$ cat config.mk
export PLATFORM = sky130hd
export DESIGN_NAME = id_ex_hazard_reg_flat
export DESIGN_NICKNAME = d
export VERILOG_FILES = /design/src/rtl/id_ex_hazard_reg_pkg.sv /design/src/rtl/id_ex_hazard_reg_if.sv /design/src/rtl/id_ex_hazard_reg_load_use_detect.sv /design/src/rtl/id_ex_hazard_reg.sv /design/src/flat_wrapper.sv
export SDC_FILE = /design/constraint.sdc
export NUM_CORES = 1
export LEC_CHECK = 0
export CAP_MARGIN = 20
export CORE_MARGIN = 2
export CORE_UTILIZATION = 44
export DETAILED_ROUTE_END_ITERATION = 10
export PLACE_DENSITY_LB_ADDON = 0.08
export SLEW_MARGIN = 20
export SYNTH_ARGS = -nofsm -noshare
export SYNTH_HDL_FRONTEND = slang
export SYNTH_HIERARCHICAL = 1
export SYNTH_SLANG_ARGS = --single-unit
$ cat constraint.sdc
create_clock -name clk -period 3.08 [get_ports clk]
set_input_delay 0.77 -clock clk [delete_from_list [all_inputs] [get_ports clk]]
set_output_delay 0.77 -clock clk [all_outputs]
set_load 0.01 [all_outputs]
$ cat src/rtl/id_ex_hazard_reg_pkg.sv
// Shared pipeline definitions for the decode/execute boundary.
// Holds width defaults, the immediate-extend encoding and the control bundle
// that travels from stage 2 to stage 3.
package id_ex_hazard_reg_pkg;

    localparam int DATA_W_DEF = 32;
    localparam int REG_W_DEF  = 4;
    localparam int CNT_W_DEF  = 16;

    // Immediate-extend select encoding (consumed by the execute stage).
    localparam logic [1:0] EXT_ZERO = 2'b00;
    localparam logic [1:0] EXT_SIGN = 2'b01;
    localparam logic [1:0] EXT_HIGH = 2'b10;
    localparam logic [1:0] EXT_RSVD = 2'b11;

    // Control bundle carried alongside the operands.
    typedef struct packed {
        logic       valid;
        logic       reg_write;
        logic       mem_read;
        logic       imm_f;
        logic [1:0] extnd_sel;
    } ctrl_t;

    // A bubble keeps the decoded shape but can neither write back nor load.
    function automatic ctrl_t make_bubble(input ctrl_t c);
        ctrl_t b;
        b           = c;
        b.valid     = 1'b0;
        b.reg_write = 1'b0;
        b.mem_read  = 1'b0;
        return b;
    endfunction

endpackage

$ cat src/rtl/id_ex_hazard_reg_if.sv
// Bundle of decode-side inputs and execute-side outputs of the ID/EX register.
// master = decode/execute environment, slave = the pipeline register itself.
interface id_ex_hazard_reg_if
    import id_ex_hazard_reg_pkg::*;
#(
    parameter int DATA_W = DATA_W_DEF,
    parameter int REG_W  = REG_W_DEF,
    parameter int CNT_W  = CNT_W_DEF
);
    // Stage-2 (decode) side
    logic [DATA_W-1:0] R2res2;
    logic [DATA_W-1:0] R3res2;
    logic [REG_W-1:0]  R2_2;
    logic [REG_W-1:0]  R3_2;
    logic [REG_W-1:0]  DestR_2;
    logic [1:0]        ExtndSel2;
    logic              immF2;
    logic              RegWrite2;
    logic              MemRead2;
    logic              valid2;
    logic              flush;
    logic              mem_busy;

    // Stage-3 (execute) side
    logic [DATA_W-1:0] R2res3;
    logic [DATA_W-1:0] R3res3;
    logic [REG_W-1:0]  R2_3;
    logic [REG_W-1:0]  R3_3;
    logic [REG_W-1:0]  DestR_3;
    logic [1:0]        ExtndSel3;
    logic              immF3;
    logic              RegWrite3;
    logic              MemRead3;
    logic              valid3;
    logic              stall;
    logic [CNT_W-1:0]  stall_cnt;

    modport master (
        output R2res2, R3res2, R2_2, R3_2, DestR_2, ExtndSel2, immF2,
               RegWrite2, MemRead2, valid2, flush, mem_busy,
        input  R2res3, R3res3, R2_3, R3_3, DestR_3, ExtndSel3, immF3,
               RegWrite3, MemRead3, valid3, stall, stall_cnt
    );

    modport slave (
        input  R2res2, R3res2, R2_2, R3_2, DestR_2, ExtndSel2, immF2,
               RegWrite2, MemRead2, valid2, flush, mem_busy,
        output R2res3, R3res3, R2_3, R3_3, DestR_3, ExtndSel3, immF3,
               RegWrite3, MemRead3, valid3, stall, stall_cnt
    );

endinterface

$ cat src/rtl/id_ex_hazard_reg_load_use_detect.sv
// Load-use hazard detector: flags a decode instruction that reads the
// destination of a load currently in execute. Purely combinational.
// The R3 source is ignored when the immediate replaces it.
module load_use_detect #(
    parameter int REG_W = 4
) (
    input  logic             i_valid3,
    input  logic             i_mem_read3,
    input  logic [REG_W-1:0] i_dest_r3,
    input  logic             i_valid2,
    input  logic             i_imm_f2,
    input  logic [REG_W-1:0] i_r2_2,
    input  logic [REG_W-1:0] i_r3_2,
    output logic             o_hazard
);

    logic w_r2_match;
    logic w_r3_match;

    // Compare the load destination against each live decode source.
    always_comb begin
        w_r2_match = (i_dest_r3 == i_r2_2);
        w_r3_match = (~i_imm_f2) & (i_dest_r3 == i_r3_2);
        o_hazard   = i_valid3 & i_mem_read3 & i_valid2 & (w_r2_match | w_r3_match);
    end

endmodule

$ cat src/rtl/id_ex_hazard_reg.sv
// ID/EX pipeline register with load-use stall.
// Priority each cycle: memory freeze, then branch flush, then load-use bubble,
// then a normal capture. stall is combinational so fetch/decode hold in the
// same cycle the hazard is seen.
module id_ex_hazard_reg
    import id_ex_hazard_reg_pkg::*;
#(
    parameter int DATA_W = DATA_W_DEF,
    parameter int REG_W  = REG_W_DEF,
    parameter int CNT_W  = CNT_W_DEF
) (
    input  logic                clk,
    input  logic                rst_n,
    id_ex_hazard_reg_if.slave   bus
);

    localparam logic [CNT_W-1:0] CNT_ONE = {{(CNT_W-1){1'b0}}, 1'b1};
    localparam logic [CNT_W-1:0] CNT_MAX = {CNT_W{1'b1}};

    // Stage-3 state
    logic [DATA_W-1:0] r_r2res;
    logic [DATA_W-1:0] r_r3res;
    logic [REG_W-1:0]  r_r2;
    logic [REG_W-1:0]  r_r3;
    logic [REG_W-1:0]  r_dest;
    ctrl_t             r_ctrl3;
    logic [CNT_W-1:0]  r_stall_cnt;

    // Next-state signals
    ctrl_t             w_ctrl2;
    ctrl_t             w_ctrl3_nxt;
    logic              w_load;
    logic              w_stall;
    logic [CNT_W-1:0]  w_cnt_nxt;
    logic              w_hazard;

    load_use_detect #(
        .REG_W (REG_W)
    ) u_load_use_detect (
        .i_valid3    (r_ctrl3.valid),
        .i_mem_read3 (r_ctrl3.mem_read),
        .i_dest_r3   (r_dest),
        .i_valid2    (bus.valid2),
        .i_imm_f2    (bus.immF2),
        .i_r2_2      (bus.R2_2),
        .i_r3_2      (bus.R3_2),
        .o_hazard    (w_hazard)
    );

    // Priority mux: decides hold / bubble / capture, stall and counter update.
    always_comb begin
        w_ctrl2.valid     = bus.valid2;
        w_ctrl2.reg_write = bus.RegWrite2;
        w_ctrl2.mem_read  = bus.MemRead2;
        w_ctrl2.imm_f     = bus.immF2;
        w_ctrl2.extnd_sel = bus.ExtndSel2;

        w_load      = 1'b0;
        w_stall     = 1'b0;
        w_ctrl3_nxt = r_ctrl3;
        w_cnt_nxt   = r_stall_cnt;

        if (bus.mem_busy) begin
            // Freeze: everything holds, upstream must hold too.
            w_stall = 1'b1;
        end else if (bus.flush) begin
            // Killed instruction enters as a bubble and is not counted.
            w_load      = 1'b1;
            w_ctrl3_nxt = make_bubble(w_ctrl2);
        end else if (w_hazard) begin
            // Load-use: insert one bubble, decode replays next cycle.
            w_load      = 1'b1;
            w_stall     = 1'b1;
            w_ctrl3_nxt = make_bubble(w_ctrl2);
            if (r_stall_cnt != CNT_MAX) begin
                w_cnt_nxt = r_stall_cnt + CNT_ONE;
            end else begin
                w_cnt_nxt = r_stall_cnt;
            end
        end else begin
            w_load      = 1'b1;
            w_ctrl3_nxt = w_ctrl2;
        end
    end

    // Stage-3 register bank and stall counter.
    always_ff @(posedge clk or negedge rst_n) begin
        if (!rst_n) begin
            r_r2res     <= {DATA_W{1'b0}};
            r_r3res     <= {DATA_W{1'b0}};
            r_r2        <= {REG_W{1'b0}};
            r_r3        <= {REG_W{1'b0}};
            r_dest      <= {REG_W{1'b0}};
            r_ctrl3     <= '0;
            r_stall_cnt <= {CNT_W{1'b0}};
        end else begin
            r_ctrl3     <= w_ctrl3_nxt;
            r_stall_cnt <= w_cnt_nxt;
            if (w_load) begin
                r_r2res <= bus.R2res2;
                r_r3res <= bus.R3res2;
                r_r2    <= bus.R2_2;
                r_r3    <= bus.R3_2;
                r_dest  <= bus.DestR_2;
            end else begin
                r_r2res <= r_r2res;
                r_r3res <= r_r3res;
                r_r2    <= r_r2;
                r_r3    <= r_r3;
                r_dest  <= r_dest;
            end
        end
    end

    assign bus.R2res3    = r_r2res;
    assign bus.R3res3    = r_r3res;
    assign bus.R2_3      = r_r2;
    assign bus.R3_3      = r_r3;
    assign bus.DestR_3   = r_dest;
    assign bus.ExtndSel3 = r_ctrl3.extnd_sel;
    assign bus.immF3     = r_ctrl3.imm_f;
    assign bus.RegWrite3 = r_ctrl3.reg_write;
    assign bus.MemRead3  = r_ctrl3.mem_read;
    assign bus.valid3    = r_ctrl3.valid;
    assign bus.stall     = w_stall;
    assign bus.stall_cnt = r_stall_cnt;

endmodule

$ cat src/flat_wrapper.sv
// flat-port wrapper written by rule: the top's interface ports become plain ports
module id_ex_hazard_reg_flat import id_ex_hazard_reg_pkg::*;
#(
    parameter int DATA_W = DATA_W_DEF,
    parameter int REG_W  = REG_W_DEF,
    parameter int CNT_W  = CNT_W_DEF
)
  (clk, rst_n, bus_R2res2, bus_R3res2, bus_R2_2, bus_R3_2, bus_DestR_2, bus_ExtndSel2, bus_immF2, bus_RegWrite2, bus_MemRead2, bus_valid2, bus_flush, bus_mem_busy, bus_R2res3, bus_R3res3, bus_R2_3, bus_R3_3, bus_DestR_3, bus_ExtndSel3, bus_immF3, bus_RegWrite3, bus_MemRead3, bus_valid3, bus_stall, bus_stall_cnt);
  id_ex_hazard_reg_if #(.DATA_W(DATA_W), .REG_W(REG_W), .CNT_W(CNT_W)) bus_i ();
  input  logic clk;
  input  logic rst_n;
  input wire logic [$bits(bus_i.R2res2)-1:0] bus_R2res2;
  input wire logic [$bits(bus_i.R3res2)-1:0] bus_R3res2;
  input wire logic [$bits(bus_i.R2_2)-1:0] bus_R2_2;
  input wire logic [$bits(bus_i.R3_2)-1:0] bus_R3_2;
  input wire logic [$bits(bus_i.DestR_2)-1:0] bus_DestR_2;
  input wire logic [$bits(bus_i.ExtndSel2)-1:0] bus_ExtndSel2;
  input wire logic [$bits(bus_i.immF2)-1:0] bus_immF2;
  input wire logic [$bits(bus_i.RegWrite2)-1:0] bus_RegWrite2;
  input wire logic [$bits(bus_i.MemRead2)-1:0] bus_MemRead2;
  input wire logic [$bits(bus_i.valid2)-1:0] bus_valid2;
  input wire logic [$bits(bus_i.flush)-1:0] bus_flush;
  input wire logic [$bits(bus_i.mem_busy)-1:0] bus_mem_busy;
  output wire logic [$bits(bus_i.R2res3)-1:0] bus_R2res3;
  output wire logic [$bits(bus_i.R3res3)-1:0] bus_R3res3;
  output wire logic [$bits(bus_i.R2_3)-1:0] bus_R2_3;
  output wire logic [$bits(bus_i.R3_3)-1:0] bus_R3_3;
  output wire logic [$bits(bus_i.DestR_3)-1:0] bus_DestR_3;
  output wire logic [$bits(bus_i.ExtndSel3)-1:0] bus_ExtndSel3;
  output wire logic [$bits(bus_i.immF3)-1:0] bus_immF3;
  output wire logic [$bits(bus_i.RegWrite3)-1:0] bus_RegWrite3;
  output wire logic [$bits(bus_i.MemRead3)-1:0] bus_MemRead3;
  output wire logic [$bits(bus_i.valid3)-1:0] bus_valid3;
  output wire logic [$bits(bus_i.stall)-1:0] bus_stall;
  output wire logic [$bits(bus_i.stall_cnt)-1:0] bus_stall_cnt;
  assign bus_i.R2res2 = bus_R2res2;
  assign bus_i.R3res2 = bus_R3res2;
  assign bus_i.R2_2 = bus_R2_2;
  assign bus_i.R3_2 = bus_R3_2;
  assign bus_i.DestR_2 = bus_DestR_2;
  assign bus_i.ExtndSel2 = bus_ExtndSel2;
  assign bus_i.immF2 = bus_immF2;
  assign bus_i.RegWrite2 = bus_RegWrite2;
  assign bus_i.MemRead2 = bus_MemRead2;
  assign bus_i.valid2 = bus_valid2;
  assign bus_i.flush = bus_flush;
  assign bus_i.mem_busy = bus_mem_busy;
  assign bus_R2res3 = bus_i.R2res3;
  assign bus_R3res3 = bus_i.R3res3;
  assign bus_R2_3 = bus_i.R2_3;
  assign bus_R3_3 = bus_i.R3_3;
  assign bus_DestR_3 = bus_i.DestR_3;
  assign bus_ExtndSel3 = bus_i.ExtndSel3;
  assign bus_immF3 = bus_i.immF3;
  assign bus_RegWrite3 = bus_i.RegWrite3;
  assign bus_MemRead3 = bus_i.MemRead3;
  assign bus_valid3 = bus_i.valid3;
  assign bus_stall = bus_i.stall;
  assign bus_stall_cnt = bus_i.stall_cnt;
  id_ex_hazard_reg #(.DATA_W(DATA_W), .REG_W(REG_W), .CNT_W(CNT_W)) u_core (.clk(clk), .rst_n(rst_n), .bus(bus_i));
endmodule
==> metrics.md <==
| Metric | Value |
|---|---|
| Outcome | completed |
| Leakage | 2.59 nW |
| Row count | 34 |
| Pre-antenna DRT Iters | 4 |
| Via Count | 2816 |
| Unrepaired setup endpoints after global routing | false |
| CP Data Required Time | 2.31 ns |
| Power Density | 462 mW/mm^2 |
| Syn Nets | 354 |
| Die Height | 99.2 um |
| Gpl congestion | 0.809 |
| CTS sink cnt | 98 |
| Critical path class | in -> out |
| Predominant post-synthesis flop cell | dfrtp_1 |
| Worst-Margin Slew | 1.03 ns |
| GR peak layer | met2 |
| Placed cell areas | 0.00596 mm^2 |
| Post-synth EDFFs | 0 |
| Async SR Flop Fraction | 1.00 |
| GR Util met1 | 0.262 |
| Post-Syn Area | 0.00399 mm^2 |
| Worst Setup End Kind | output port |
| Setup ws final | 0.199 ns |
| Final HPWL DP | 6.83 mm |
| Final wirelength | 9.21 mm |
| Met3 Track Usage GR | 0.0506 |
| Clock Skews | 0.0101 ns |
| Number of global-route vias before repair | 2965 |
| Crit path buf inv count | 2 |
| CTS clk-pin slew, worst paths | 0.09 ns |
| Final-layout fill cell count | 675 |
| Inserted Clock Buffers | 9 |
| Nets | 544 |
| CP Data Arrival Time | 2.11 ns |
| I/O Buffers | 184 |
| Area Growth Syn to Fin | 53.9% |
| CTS root buffer | clkbuf_8 |
| Slew Viols, Final | 0 |
| WHS | 0.326 ns |
| M2 GR Usage | 0.305 |
| CP peak stage delay | 0.49 ns |
| Synth top area cells | dfrtp_1 (61%), mux2_2 (23%), xor2_1 (3.3%), xnor2_1 (1.8%), buf_2 (1.3%) |
| Initial Utilization | 0.455 |
| Max Root-Sink Buffers | 2 |
| Routed WL per cell | 16.2 um |
| Final routed DRC violation total | 0 |
| Max FO, Critical Path | 2 |
| Worst setup SP type | input port |
| I/O Pins | 185 |
| Minimum clock period | 2.88 ns |
| Overall power | 0.00284 W |
| DRT iter0 DRCs | 30 |
| Largest net degree at the start of global routing | 86 |
| Area leader, netlist | dfrtp_1 |
| Chip width | 99.2 um |
| Number of setup violations in the final report | 0 |
| Diodes inserted | 0 |
| Synthesized instance count | 267 |
| Vias/cell | 4.96 |
| First-pass GRT wire length | 15.1 mm |
| Seq/Total Area, Yosys | 0.614 |
| Initial antenna violation count | 0 |
| Remaining antenna violation count | 0 |
| CTS Hold Bufs | 0 |
| CP top delay family | buffers and inverters |
| Post CTS Setup Buffer Count | 0 |
| Seq cells post-synth | 98 |
| Total GRT Usage | 0.194 |
| Resize count post-CTS | 1 |
| Dpl ws | -0.204 ns |
| Hold crit path type | in -> async |
| Core footprint | 0.00876 mm^2 |
| Final Hold Vio Count | 0 |
| Slew margin rel. | 0.312 |
| Avg Inst Size Synth | 14.9 um^2 |
| Period utilization | 0.935 |
| Share of cells above drive strength 1 | 0.252 |
| VDD IR-drop max | 0.269 mV |
| Die ar. | 0.00985 mm^2 |
| Synth cell types | 27 |
| Final instance area | 0.00614 mm^2 |
| TritonCTS clock tree | yes |
| CP Cell Sequence | clkdlybuf4s50_1, nand3_1, or3_1, o22ai_2, a21o_1, clkbuf_2 |
| H-Tree Depth | 3 |
| Final cell utilization of the core | 0.701 |
| MaxCap Viol Count | 0 |
| Yosys synthesis warning count | 6 |
| Yosys top cell area share | 0.614 |
| Fmax | 0.347 GHz |
| Gr ovfl total | 0 |
| CP max stage cell | clkdlybuf4s50_1 |
| Clock latency on the worst-skew pair | 0.34 ns |
[metrics by stage]
stage / std cells / TNS, ns
global placement: 554 / -0.168
global route: 568 / 0
CTS: 568 / 0
finish: 568 / 0
floorplan: 267 / 0
detailed placement: 554 / -0.204
[synth_stat cells (all sizes together), types with 4 or more instances]
master,n
buf,11
dfrtp,98
mux2,80
nand2,12
nand3,6
nand4,4
nor2,6
nor3,6
xnor2,8
xor2,15
[cell type report]
type / count / area [um^2] / area share
Clock buffer: 9 / 124 / 0.0202
Clock inverter: 5 / 63.8 / 0.0104
Inverter: 2 / 7.51 / 0.00122
Multi-Input combinational cell: 156 / 1470 / 0.239
Sequential cell: 98 / 2450 / 0.399
Tap cell: 108 / 135 / 0.0220
Timing Repair Buffer: 190 / 1890 / 0.308
[state kept, by name (all words and copies together) (netlist names)]
register	flops
u_core/bus.DestR_3	4
u_core/bus.ExtndSel3	2
u_core/bus.MemRead3	1
u_core/bus.R2_3	4
u_core/bus.R2res3	32
u_core/bus.R3_3	4
u_core/bus.R3res3	32
u_core/bus.RegWrite3	1
u_core/bus.immF3	1
u_core/bus.stall_cnt	16
u_core/bus.valid3	1
[path summary, 6_finish.rpt]
| path | start | to | slack [ns] | cells past startpoint |
|---|---|---|---|---|
| max in group asynchronous | rst_n | u_core/bus.R3res3[10] | 2.05 | 2 |
| worst max-delay path | bus_valid2 | bus_stall | 0.20 | 6 |
| worst min-delay path | rst_n | u_core/bus.R2res3[25] | 0.33 | 1 |
| min in group clk | u_core/bus.stall_cnt[15] | u_core/bus.stall_cnt[15] | 0.50 | 1 |
| worst max register to register | u_core/bus.DestR_3[1] | u_core/bus.stall_cnt[13] | 0.94 | 8 |
| worst min register to register | u_core/bus.stall_cnt[15] | u_core/bus.stall_cnt[15] | 0.50 | 1 |
[power breakdown]
| part | switching (W) | internal (W) | total (W) |
|---|---|---|---|
| combinational | 0.000203 | 0.000381 | 0.000584 |
| clock | 0.000428 | 0.000376 | 0.000804 |
| sequential | 0.0000577 | 0.00139 | 0.00145 |
[metal layers]
layer,part of all wire,wire length (um),vias to the layer above
li1,-,-,1309
met1,0.43,3930,1388
met2,0.48,4460,109
met3,0.073,672,10
met4,0.016,148,0
met5,0,0,-
[kinds of logic after synthesis]
| group | synth area share |
|---|---|
| flops | 0.614 |
| simple gates | 0.0781 |
| xor+xnor | 0.0505 |
| mux | 0.226 |
| fa+ha+maj | 0.00313 |
| buf+inv | 0.0172 |
| compound gates | 0.0110 |
[worst reg2reg max path: cells and delay by family (launching register included)]
kind / cells / cell delay [ns]
DFF: 1 / 0.44
buffers and inverters: 1 / 0.14
AOI/OAI and AO/OA: 1 / 0.12
and+or+nand+nor: 4 / 1.04
xor gates and xnor gates: 2 / 0.33
[placed cells by master (no fill, tap or decap), types with 2 or more instances in the layout]
cell / synthesis / final
inv_6: 0 / 3
inv_1: 2 / 2
nand3_1: 5 / 5
nor3_2: 5 / 5
o21ai_0: 3 / 3
nor2_1: 6 / 6
nand2_1: 12 / 12
clkdlybuf4s50_1: 0 / 181
buf_4: 0 / 7
xor2_1: 15 / 15
clkbuf_8: 0 / 9
nand4_1: 4 / 4
and4_1: 2 / 2
and3_1: 2 / 2
mux2_2: 80 / 80
nor3b_2: 3 / 3
dfrtp_1: 98 / 98
xnor2_1: 8 / 8
(Power assumes the default switching activity.)
